## src/rtl/control_unit.sv

```systemverilog
// Hardwired fetch/decode/execute sequencer for the ARM datapath: emits the 32-bit
// control word per state, waits on MFC with a bounded counter, and traps faults.
module control_unit #(
   parameter int unsigned MFC_TIMEOUT = 16,
   parameter int unsigned ST_W        = 5
) (
   input  logic            CLK,
   input  logic            RESET,
   input  logic [31:0]     IR,
   input  logic            MFC,
   input  logic [3:0]      Flags,
   output logic [31:0]     CW,
   output logic [ST_W-1:0] STATE,
   output logic            FAULT
);

   localparam logic [ST_W-1:0] S_RST   = ST_W'(0);
   localparam logic [ST_W-1:0] S_F0    = ST_W'(1);
   localparam logic [ST_W-1:0] S_F1    = ST_W'(2);
   localparam logic [ST_W-1:0] S_F2    = ST_W'(3);
   localparam logic [ST_W-1:0] S_DEC   = ST_W'(4);
   localparam logic [ST_W-1:0] S_DP    = ST_W'(5);
   localparam logic [ST_W-1:0] S_LS0   = ST_W'(6);
   localparam logic [ST_W-1:0] S_LD1   = ST_W'(7);
   localparam logic [ST_W-1:0] S_LD2   = ST_W'(8);
   localparam logic [ST_W-1:0] S_ST1   = ST_W'(9);
   localparam logic [ST_W-1:0] S_ST2   = ST_W'(10);
   localparam logic [ST_W-1:0] S_BL    = ST_W'(11);
   localparam logic [ST_W-1:0] S_B     = ST_W'(12);
   localparam logic [ST_W-1:0] S_FAULT = ST_W'(31);

   localparam int B_MFA    = 31;
   localparam int B_RW_RAM = 30;
   localparam int B_RF_RW  = 28;
   localparam int B_SMA    = 25;
   localparam int B_MAR_EN = 23;
   localparam int B_SR_EN  = 22;
   localparam int B_MDR_EN = 21;
   localparam int B_IR_EN  = 20;
   localparam int B_SHT_EN = 19;
   localparam int B_ISE_EN = 18;
   localparam int B_SGN_EN = 17;
   localparam int B_CLR    = 16;

   logic [ST_W-1:0] state, next_state;
   logic [7:0]      wait_cnt;
   logic            in_wait;
   logic            timed_out;
   logic [31:0]     cw;
   logic            unused_ir;

   assign unused_ir = ^{IR[19:5], IR[3:0]};

   function automatic logic cond_pass(input logic [3:0] cond, input logic [3:0] f);
      logic n, z, c, v;
      n = f[3];
      z = f[2];
      c = f[1];
      v = f[0];
      cond_pass = 1'b0;
      case (cond)
         4'h0: cond_pass = z;
         4'h1: cond_pass = ~z;
         4'h2: cond_pass = c;
         4'h3: cond_pass = ~c;
         4'h4: cond_pass = n;
         4'h5: cond_pass = ~n;
         4'h6: cond_pass = v;
         4'h7: cond_pass = ~v;
         4'h8: cond_pass = c & ~z;
         4'h9: cond_pass = ~c | z;
         4'hA: cond_pass = (n == v);
         4'hB: cond_pass = (n != v);
         4'hC: cond_pass = ~z & (n == v);
         4'hD: cond_pass = z | (n != v);
         4'hE: cond_pass = 1'b1;
         default: cond_pass = 1'b0;
      endcase
   endfunction

   assign in_wait   = (state == S_F1) || (state == S_LD1) || (state == S_ST2);
   assign timed_out = (wait_cnt == 8'(MFC_TIMEOUT));

   // The wait counter restarts whenever the state changes, so every wait state begins at zero
   always_ff @(posedge CLK) begin
      if (RESET) begin
         state    <= S_RST;
         wait_cnt <= '0;
      end else begin
         state <= next_state;
         if (next_state != state)
            wait_cnt <= '0;
         else if (in_wait && !MFC)
            wait_cnt <= wait_cnt + 8'd1;
      end
   end

   always_comb begin
      next_state = state;
      case (state)
         S_RST: next_state = S_F0;
         S_F0:  next_state = S_F1;
         S_F1:  next_state = MFC ? S_F2 : (timed_out ? S_FAULT : S_F1);
         S_F2:  next_state = S_DEC;
         S_DEC: begin
            if (!cond_pass(IR[31:28], Flags))
               next_state = S_F0;
            else begin
               // 011 with bit 4 set is the architecturally undefined space, not a load/store
               casez (IR[27:25])
                  3'b00?:  next_state = S_DP;
                  3'b010:  next_state = S_LS0;
                  3'b011:  next_state = IR[4] ? S_FAULT : S_LS0;
                  3'b101:  next_state = IR[24] ? S_BL : S_B;
                  default: next_state = S_FAULT;
               endcase
            end
         end
         S_DP:    next_state = S_F0;
         S_LS0:   next_state = IR[20] ? S_LD1 : S_ST1;
         S_LD1:   next_state = MFC ? S_LD2 : (timed_out ? S_FAULT : S_LD1);
         S_LD2:   next_state = S_F0;
         S_ST1:   next_state = S_ST2;
         S_ST2:   next_state = MFC ? S_F0 : (timed_out ? S_FAULT : S_ST2);
         S_BL:    next_state = S_B;
         S_B:     next_state = S_F0;
         S_FAULT: next_state = S_FAULT;
         default: next_state = S_FAULT;
      endcase
   end

   always_comb begin
      cw = '0;
      case (state)
         S_RST: cw[B_CLR] = 1'b1;
         S_F0: begin
            cw[B_MAR_EN] = 1'b1;
            cw[11:10]    = 2'b11;
            cw[3:0]      = 4'b1101;
         end
         S_F1: begin
            cw[B_MFA]    = 1'b1;
            cw[B_RW_RAM] = 1'b1;
            cw[B_MDR_EN] = 1'b1;
            cw[B_RF_RW]  = (wait_cnt == 8'd0);  // PC+4 written on the first fetch cycle only
            cw[13:12]    = 2'b11;
            cw[3:0]      = 4'b0100;
         end
         S_F2: cw[B_IR_EN] = 1'b1;
         S_DP: begin
            cw[B_RF_RW]  = (IR[24:23] != 2'b10);
            cw[3:0]      = IR[24:21];
            cw[B_SR_EN]  = IR[20];
            cw[5:4]      = IR[25] ? 2'b01 : 2'b00;
            cw[B_SHT_EN] = ~IR[25];
         end
         S_LS0: begin
            cw[B_MAR_EN] = 1'b1;
            cw[B_ISE_EN] = 1'b1;
            cw[3:0]      = IR[23] ? 4'b0100 : 4'b0010;
         end
         S_LD1: begin
            cw[B_MFA]    = 1'b1;
            cw[B_RW_RAM] = 1'b1;
            cw[B_MDR_EN] = 1'b1;
         end
         S_LD2: begin
            cw[B_RF_RW] = 1'b1;
            cw[15:14]   = 2'b01;
         end
         S_ST1: begin
            cw[B_MDR_EN] = 1'b1;
            cw[B_SMA]    = 1'b1;
            cw[9:8]      = 2'b01;
         end
         S_ST2: cw[B_MFA] = 1'b1;
         S_BL: begin
            cw[B_RF_RW] = 1'b1;
            cw[13:12]   = 2'b10;
            cw[3:0]     = 4'b1101;
         end
         S_B: begin
            cw[B_SGN_EN] = 1'b1;
            cw[B_RF_RW]  = 1'b1;
            cw[13:12]    = 2'b11;
            cw[3:0]      = 4'b0100;
         end
         default: cw = '0;
      endcase
   end

   assign CW    = cw;
   assign STATE = state;
   assign FAULT = (state == S_FAULT);

endmodule

```

## config.mk

```make
export PLATFORM = sky130hd
export DESIGN_NAME = control_unit
export DESIGN_NICKNAME = d
export VERILOG_FILES = /design/src/rtl/control_unit.sv
export SDC_FILE = /design/constraint.sdc
export NUM_CORES = 1
export LEC_CHECK = 0
export CAP_MARGIN = 5
export CORE_MARGIN = 3
export CORE_UTILIZATION = 45
export CTS_CLUSTER_DIAMETER = 30
export DETAILED_ROUTE_END_ITERATION = 7
export PLACE_DENSITY = 0.87
export SLEW_MARGIN = 20
export SYNTH_ARGS = -nofsm -noshare
export SYNTH_HDL_FRONTEND = slang
export SYNTH_SLANG_ARGS = --single-unit
```

## constraint.sdc

```tcl
create_clock -name CLK -period 4.65 [get_ports CLK]
set_clock_uncertainty 0.1 [all_clocks]
set_input_delay 1.395 -clock CLK [delete_from_list [all_inputs] [get_ports CLK]]
set_output_delay 1.395 -clock CLK [all_outputs]
set_load 0.02 [all_outputs]
```

==> flow_summary.toml <==
[timing]
fmax_mhz = 224
hold_viol = 0
timing.final.ws_setup_ns = 0.182
grt_setup_unrepaired = "no"
setup_viol_count_final = 0
final.setup.tns_ns = 0
final_min_period_over_clock_period = 0.961
drv_slew = 0
max_slew.worst_pin.slew_ns = 0.934
fin_worst_hold_slack_ns = 0.458
slew_headroom = 0.377
period_needed_ns = 4.47

[synth]
synth-edff-count = 0
yosys.cell_types.count = 56
dominantRegCellSynth = "sky130_fd_sc_hd__dfxtp_1"
synthesis.instances = 234
async_flop_share = 0
synthesis.area_um2 = 1610
ys_seq_area_frac = 0.161
synth_warnings = 0
synth.ff_latch_count = 13
syn_area_per_cell_um2 = 6.89

[die]
die_area_um2 = 4340
std_cell_rows = 21
start_util = 0.475
design.core.area_um2 = 3390
width_of_the_die_um = 65.8
die_h_um = 65.8
io-pin-count = 77

[clock_tree]
max-clock-path-buffers = 2
clkSlewWorstSetupHoldPaths_ns = 0.08
cts_sinks = 13
clk_latency_ns = 0.28
clk_root_buffer_cell = "sky130_fd_sc_hd__clkbuf_4"
postCtsSetupBuffers = 0
cts_tree = "built"
cts-htree-levels = 1
tritoncts.num_buffers = 3
hold_buffers = 0
cts_repair_resize_count = 0

[finish]
multi_input_area_um2 = 1170
drive_gt1_frac = 0.0733
most_used_cells_in_the_layout_excluding_fill_and_tap_cells = "sky130_fd_sc_hd__clkdlybuf4s50_1, sky130_fd_sc_hd__nor2_1, sky130_fd_sc_hd__nand2_1"
final.fill_count = 316
sequential_cell_area_um2 = 260
final_common_cell = "sky130_fd_sc_hd__clkdlybuf4s50_1"
finalInstanceArea_um2 = 2090
instances_no_fill = 319
design.final.nets = 315
antennaDiodeCount = 0
synthToLayoutAreaGrowth_pct = 29.7
layout.core_utilization = 0.617

[placed_design]
placed_cells_incl_taps = 315
gp_congestion = 0.866
dp_hpwl_um = 3390
placement.io_buffers = 48
post_place_instance_area_um2 = 2060
preCtsSetupSlack_ns = 0.183

[setup_path]
end_kind = "output port"
crit_arrival_ns = 2.97
timing.setup.critical_path_class = "input pin to output port"
worst-endpoint-required_ns = 3.15
reg2reg_slack_ns = 1.62
category_of_the_worst_setup_path_launch_point = "input pin"
crit_fanout = 3

[route]
detail-route-antenna-nets = 0
wl_um = 4450
wl_per_cell_um = 13.9
first_pass_iters = 5
initialDrtViolationCount = 194
drc_errors = 0
routed_vias_inst = 5.66
via_count = 1807

[job]
max_cap_viol_count = 0

[global_route]
globalRouteTotalUtil = 0.205
grt_overflow_total = 0
first_global_vias = 1615
grt_max_degree = 26
grt_first_pass_wirelength_um = 7190
antenna_violations_before_repair = 0

[outcome]
run_status = "completed"

[power_and_ir_drop]
static-leakage-power_nw = 0.788
power.density_nw_per_um2 = 371
report.power.total_uw = 776
maximum_vdd_ir_drop_uv = 168

[min_path]
hold_path_class = "flip-flop to flip-flop"
## cell families (layout without fill, tap and decap cells)
kind of cell / Yosys count / count (layout) / synth area share
simple gates: 104 / 104 / 0.357
compound gates: 60 / 60 / 0.258
buf+inv: 40 / 71 / 0.128
flops: 13 / 13 / 0.161
xor+xnor: 12 / 12 / 0.0652
fa+ha+maj: 2 / 2 / 0.0155
mux: 2 / 2 / 0.0124
other cells: 1 / 9 / 0.00233
## routing by layer
layer  wire length, um  GRT usage  vias to the layer above  part of all wire
met5                 0          0                        -                 0
met4                57     0.0518                        0             0.013
met3               437     0.0357                        8             0.098
met2              1960      0.334                      104              0.44
met1              1990      0.277                      791              0.45
li1                  -          -                      904                 -
## state kept, by name (all words and copies together), names as in the netlist
name and flops:
STATE 5, wait_cnt 8
## report_power, final
| part | total [mW] | switching, mW | internal, mW |
|---|---|---|---|
| clock network | 0.0689 | 0.0369 | 0.0319 |
| registers | 0.175 | 0.0541 | 0.121 |
| logic | 0.532 | 0.297 | 0.235 |
| total | 0.776 | 0.388 | 0.388 |
## layout make-up
cell class                 instances  share of cell area
multi-input combinational        189               0.562
timing repair buffer              53               0.248
sequential                        13               0.124
tap                               46              0.0275
inverter                          14              0.0251
clock buffer                       3              0.0108
clock inverter                     1             0.00239
## final timing paths
check,from,end,cells after the start
max,IR[23],CW[28],6
min,wait_cnt[4],wait_cnt[4],2
max reg2reg,STATE[0],wait_cnt[1],7
min reg2reg,wait_cnt[4],wait_cnt[4],2
## critical path, stage by stage
cell                              delay (ns)
sky130_fd_sc_hd__clkdlybuf4s50_1        0.49
sky130_fd_sc_hd__nand2b_1               0.12
sky130_fd_sc_hd__nand3_1                0.08
sky130_fd_sc_hd__a21oi_1                0.14
sky130_fd_sc_hd__o21a_1                 0.15
sky130_fd_sc_hd__clkdlybuf4s50_1        0.60
## cell usage after synthesis, types with 2 or more instances
master | instances | area [um^2]
sky130_fd_sc_hd__and3_1 | 2 | 12.5
sky130_fd_sc_hd__nor3_1 | 9 | 45.0
sky130_fd_sc_hd__inv_1 | 12 | 45.0
sky130_fd_sc_hd__dfxtp_1 | 13 | 260
sky130_fd_sc_hd__buf_4 | 14 | 105
sky130_fd_sc_hd__nor4_4 | 2 | 42.5
sky130_fd_sc_hd__a221oi_1 | 3 | 26.3
sky130_fd_sc_hd__nand3_1 | 5 | 25.0
sky130_fd_sc_hd__nor3b_1 | 4 | 30.0
sky130_fd_sc_hd__xor2_1 | 9 | 78.8
sky130_fd_sc_hd__nand2b_1 | 4 | 25.0
sky130_fd_sc_hd__a211oi_1 | 6 | 45.0
sky130_fd_sc_hd__nand2_1 | 21 | 78.8
sky130_fd_sc_hd__nor2_1 | 29 | 109
sky130_fd_sc_hd__xnor2_1 | 3 | 26.3
sky130_fd_sc_hd__o21ai_0 | 8 | 40.0
sky130_fd_sc_hd__nor2b_1 | 3 | 18.8
sky130_fd_sc_hd__o31ai_1 | 3 | 22.5
sky130_fd_sc_hd__o211ai_1 | 3 | 22.5
sky130_fd_sc_hd__mux2i_1 | 2 | 20.0
sky130_fd_sc_hd__a21oi_1 | 17 | 85.1
sky130_fd_sc_hd__a31oi_1 | 5 | 31.3
sky130_fd_sc_hd__nand4_1 | 4 | 25.0
sky130_fd_sc_hd__ha_1 | 2 | 25.0
sky130_fd_sc_hd__o41ai_1 | 2 | 17.5
sky130_fd_sc_hd__and2_1 | 3 | 18.8
sky130_fd_sc_hd__inv_2 | 2 | 7.51
sky130_fd_sc_hd__buf_2 | 3 | 15.0
sky130_fd_sc_hd__a21o_1 | 3 | 22.5
sky130_fd_sc_hd__clkbuf_1 | 6 | 22.5
sky130_fd_sc_hd__nor4_1 | 5 | 31.3
sky130_fd_sc_hd__buf_1 | 3 | 11.3
Power figures use the tool's default switching activity.
